==> src/rtl/ibex_custom_wr_buffer.sv <==
// Write buffer between the EX-stage S-box custom unit and the scratch-RAM write port.
// Define IBEX_CUSTOM_WB_FWD_EN to enable read-after-write forwarding from buffered entries.
module ibex_custom_wr_buffer #(
    parameter int DEPTH = 4,
    parameter int AW    = 32,
    parameter int DW    = 32
) (
    input  logic                       clk_i,
    input  logic                       rst_i,
    input  logic                       wr_valid_i,
    input  logic [AW-1:0]              wr_addr_i,
    input  logic [DW-1:0]              wr_data_i,
    output logic                       wr_ready_o,
    input  logic [AW-1:0]              rd_addr_i,
    input  logic [DW-1:0]              ram_rdata_i,
    output logic [DW-1:0]              rd_data_o,
    output logic                       rd_hit_o,
    output logic                       ram_we_o,
    output logic [AW-1:0]              ram_waddr_o,
    output logic [DW-1:0]              ram_wdata_o,
    input  logic                       ram_gnt_i,
    input  logic                       flush_i,
    output logic                       flush_done_o,
    output logic [$clog2(DEPTH):0]     count_o
);
    localparam int PW = $clog2(DEPTH);
    localparam int CW = PW + 1;

    typedef enum logic [1:0] {S_IDLE, S_ACTIVE, S_FLUSH} state_t;

    state_t          r_state;
    state_t          w_state_next;
    logic [AW-1:0]   r_addr [DEPTH];
    logic [DW-1:0]   r_data [DEPTH];
    logic [PW-1:0]   r_head;
    logic [PW-1:0]   r_tail;
    logic [CW-1:0]   r_count;
    logic [CW-1:0]   w_count_next;
    logic            r_flush_done;
    logic            w_flush_done_next;
    logic            w_full;
    logic            w_push;
    logic            w_pop;
    logic            w_unused_rd;

    // Readiness uses the registered count, so a same-cycle pop never reopens a full buffer.
    assign w_full       = (r_count == CW'(DEPTH));
    assign wr_ready_o   = !w_full && (r_state != S_FLUSH);
    assign w_push       = wr_valid_i && wr_ready_o;
    assign ram_we_o     = (r_count != '0);
    assign w_pop        = ram_we_o && ram_gnt_i;
    assign ram_waddr_o  = r_addr[r_head];
    assign ram_wdata_o  = r_data[r_head];
    assign count_o      = r_count;
    assign flush_done_o = r_flush_done;
    assign w_unused_rd  = ^rd_addr_i;

    always_comb begin
        w_count_next = r_count;
        if (w_push && !w_pop) begin
            w_count_next = r_count + CW'(1);
        end else if (w_pop && !w_push) begin
            w_count_next = r_count - CW'(1);
        end
    end

    always_comb begin
        w_state_next      = r_state;
        w_flush_done_next = 1'b0;
        case (r_state)
            S_IDLE: begin
                if (flush_i) begin
                    w_state_next = S_FLUSH;
                end else if (w_push) begin
                    w_state_next = S_ACTIVE;
                end
            end
            S_ACTIVE: begin
                if (flush_i) begin
                    w_state_next = S_FLUSH;
                end else if (w_count_next == '0) begin
                    w_state_next = S_IDLE;
                end
            end
            S_FLUSH: begin
                if (w_count_next == '0) begin
                    w_state_next      = S_IDLE;
                    w_flush_done_next = 1'b1;
                end
            end
            default: w_state_next = S_IDLE;
        endcase
    end

    always_ff @(posedge clk_i or posedge rst_i) begin
        if (rst_i) begin
            r_state      <= S_IDLE;
            r_head       <= '0;
            r_tail       <= '0;
            r_count      <= '0;
            r_flush_done <= 1'b0;
        end else begin
            r_state      <= w_state_next;
            r_count      <= w_count_next;
            r_flush_done <= w_flush_done_next;
            if (w_push) begin
                r_tail <= r_tail + PW'(1);
            end
            if (w_pop) begin
                r_head <= r_head + PW'(1);
            end
        end
    end

    // Entry storage carries no reset; validity is defined purely by head/count.
    always_ff @(posedge clk_i) begin
        if (w_push) begin
            r_addr[r_tail] <= wr_addr_i;
            r_data[r_tail] <= wr_data_i;
        end
    end

`ifdef IBEX_CUSTOM_WB_FWD_EN
    logic            w_hit;
    logic [DW-1:0]   w_fwd_data;
    logic [PW-1:0]   w_idx;

    // Walk oldest to newest so the newest matching word-address entry wins.
    always_comb begin
        w_hit      = 1'b0;
        w_fwd_data = '0;
        w_idx      = '0;
        for (int i = 0; i < DEPTH; i++) begin
            w_idx = r_head + PW'(i);
            if ((CW'(i) < r_count) && (r_addr[w_idx][AW-1:2] == rd_addr_i[AW-1:2])) begin
                w_hit      = 1'b1;
                w_fwd_data = r_data[w_idx];
            end
        end
    end

    assign rd_hit_o  = w_hit;
    assign rd_data_o = w_hit ? w_fwd_data : ram_rdata_i;
`else
    assign rd_hit_o  = 1'b0;
    assign rd_data_o = ram_rdata_i;
`endif

endmodule
==> config.mk <==
export PLATFORM = sky130hd
export DESIGN_NAME = ibex_custom_wr_buffer
export DESIGN_NICKNAME = d
export VERILOG_FILES = /design/src/rtl/ibex_custom_wr_buffer.sv
export SDC_FILE = /design/constraint.sdc
export NUM_CORES = 1
export LEC_CHECK = 0
export CAP_MARGIN = 10
export CORE_MARGIN = 2
export CORE_UTILIZATION = 34
export DETAILED_ROUTE_END_ITERATION = 10
export PLACE_DENSITY_LB_ADDON = 0.12
export SLEW_MARGIN = 40
export SYNTH_ARGS = -nofsm -noshare
export SYNTH_HDL_FRONTEND = slang
export SYNTH_SLANG_ARGS = --single-unit
==> constraint.sdc <==
create_clock -name clk_i -period 7.98 [get_ports clk_i]
set_input_delay 1.596 -clock clk_i [delete_from_list [all_inputs] [get_ports clk_i]]
set_output_delay 1.596 -clock clk_i [all_outputs]
set_load 0.03 [all_outputs]
==> impl_metrics.json <==
{
  "status": "complete, no violations",
  "dp_hpwl_mm": 11.9,
  "postCtsSetupBuffers": 0,
  "r2r-start": "count_o[0]$_DFF_PP0_",
  "yosysMostFrequentCell": "edfxtp_1",
  "clockBufferDepth": 3,
  "grt_pass1_wl_mm": 30.2,
  "final_nets": 711,
  "arrival_ns": 3.06,
  "first_pass_iters": 4,
  "tritoncts": "done",
  "drt-total-wl_mm": 19.9,
  "rsz0062_at_grt": "no",
  "yosys_register_bits": 266,
  "layout-drive-gt1-share": 0.229,
  "postCtsResizedCells": 0,
  "yosysSeqAreaShare": 0.780,
  "synthArstFlopShare": 0.0376,
  "cts_hold_buf": 0,
  "slowest_delay_ns": 0.67,
  "slew-limit-headroom": 0.565,
  "cp_data_required_time_ns": 6.38,
  "vias_per_cell": 4.77,
  "fin_skew_ns": 0.0273,
  "path_cells": "buf_4, mux4_2, clkdlybuf4s50_1",
  "max_freq_ghz": 0.215,
  "gp_congestion": 0.705,
  "ir_worst_vdd_mv": 0.202,
  "synth_commonest_cells": "256 x edfxtp_1, 64 x mux4_2, 33 x buf_4, 10 x dfrtp_1, 9 x inv_1",
  "cp_max_fo": 30,
  "cp-end-kind": "output pin",
  "fillers": 2554,
  "slew_viol_final": 0,
  "min_period_ns": 4.66,
  "ys.warnings.count": 0,
  "wl_per_cell_um": 20.2,
  "rows": 63,
  "grt_max_degree": 34,
  "numPortBuffers": 138,
  "regArea_mm2": 0.00795,
  "root_buffer": "clkbuf_16",
  "first_global_vias": 5166,
  "area_delta_synth_final_pct": 26.3,
  "hold_class": "reg2reg",
  "synth_edf_count": 256,
  "fin_setup_tns_ns": 0,
  "synth.cell_area_mm2": 0.0102,
  "synth_top_cell_by_area": "edfxtp_1",
  "startpoint_type": "flop",
  "critical_path_class": "reg2out",
  "synth_area_leaders": "edfxtp_1 76%, mux4_2 14%, dfrtp_1 2.5%, buf_4 2.4%, ha_1 0.86%",
  "num_antenna_cells": 0,
  "drv_cap": 0,
  "fp.dieW_um": 177,
  "io_pins": 236,
  "leakagePower_uw": 0.00415,
  "initial_core_util": 0.344,
  "power_density_mw_per_mm2": 383,
  "fin_crit_sh": 0.583,
  "slowest_stage": "dfrtp_4",
  "yosysTopAreaCellShare": 0.756,
  "antenna_found_initial": 0,
  "setup_violations": 0,
  "yosys.cell_types.count": 36,
  "hold_viol": 0,
  "multi_input_area_mm2": 0.00189,
  "holdWs_ns": 0.529,
  "worst_slew_pin_slew_ns": 0.651,
  "drtAntennaViolNets": 0,
  "syn_avg_cell_area_um2": 23.1,
  "synth-main-ff-cell": "edfxtp_1",
  "die_y_um": 177,
  "grt_overflow": 0,
  "fp.coreArea_mm2": 0.0296,
  "grt_usage": 0.127,
  "cts_buffers": 29,
  "first_iter_violations": 260,
  "startpoint": "r_head[0]$_DFFE_PP0P_",
  "drc": 0,
  "postSynthCellCount": 440,
  "vias": 4685,
  "synth_nets": 580,
  "cts_sinks": 266,
  "path_clk_slew_ns": 0.06,
  "dieArea_mm2": 0.0313,
  "h-tree-depth": 1,
  "hp-start": "r_state[1]$_DFFE_PP0P_",
  "clkLatencyLatePin_ns": 0.54
}
-- cell usage in the layout (no fill, tap or decap), drive strengths merged, types with 5 or more instances in the layout --
cell type      instances
and2                   5
buf                   10
clkbuf                35
clkdlybuf4s50        138
clkinv                13
dfrtp                 10
edfxtp               256
ha                     7
inv                    9
mux4                  64
nand2                  7
-- area by class of cell --
class / count / area share
Multi-Input combinational cell: 117 / 0.147
Clock buffer: 35 / 0.0598
Timing Repair Buffer: 148 / 0.120
Sequential cell: 266 / 0.618
Clock inverter: 18 / 0.0135
Tap cell: 390 / 0.0380
Inverter: 9 / 0.00263
-- through the flow --
step | power, uW | setup WS [ns] | std cells | utilization | instance area (um2)
2_1_floorplan | 3020 | 3.97 | 440 | - | 10200
3_3_place_gp | 3640 | 3.39 | 923 | 0.398 | 11800
3_5_place_dp | 3700 | 3.50 | 930 | 0.403 | 11900
4_1_cts | 5020 | 3.18 | 983 | 0.435 | 12800
5_1_grt | 5150 | 3.08 | 983 | 0.435 | 12800
6_report | 4920 | 3.32 | 983 | 0.435 | 12800
-- flip-flops by register name, summed over array words and instances, names as in the netlist --
register and flops:
r_addr 128, r_head 2, r_tail 2, r_data 128, flush_done_o 1, r_state 2, count_o 3
-- worst max-delay path: cells and delay by family (launching register included) --
family | cells | cell delay [ns]
DFF | 1 | 0.67
muxes | 1 | 0.61
buffers and inverters | 2 | 1.23
-- report_power, final --
part           total [uW]  switching [uW]  internal (uW)
Clock                1300             517            780
Sequential           1840            91.8           1750
Combinational        1780             977            805
Total                4920            1590           3330
-- cell families (layout without fill, tap and decap cells) --
family | after synthesis | after routing | synth area share
and+or+nand+nor | 25 | 25 | 0.0140
muxes | 65 | 65 | 0.143
xor gates and xnor gates | 4 | 4 | 0.00344
AOI/OAI and AO/OA | 15 | 15 | 0.0156
adders and majority gates | 7 | 7 | 0.00861
other | 1 | 1 | 0.000369
DFF | 266 | 266 | 0.780
buffers and inverters | 57 | 210 | 0.0346
-- routing by layer --
metal / global-route usage / up-vias / wire length, um
li1: - / 2054 / -
met4: 0.0434 / 0 / 618
met1: 0.159 / 2421 / 8010
met5: 0 / - / 0
met2: 0.217 / 151 / 10000
met3: 0.0294 / 59 / 1250
-- path summary, 6_finish.rpt --
path | endpoint | slack (ns) | cells after the start
max reg2reg | r_data[1][17]$_DFFE_PP_ | 4.75 | 5
min in group asynchronous | r_head[0]$_DFFE_PP0P_ | 1.37 | 2
min reg2reg | r_state[0]$_DFFE_PP0P_ | 0.53 | 1
max | ram_wdata_o[31] | 3.32 | 3
max in group asynchronous | r_head[1]$_DFFE_PP0P_ | 6.27 | 2
min | r_state[0]$_DFFE_PP0P_ | 0.53 | 1
No activity file was read; power rests on OpenSTA's default activity.
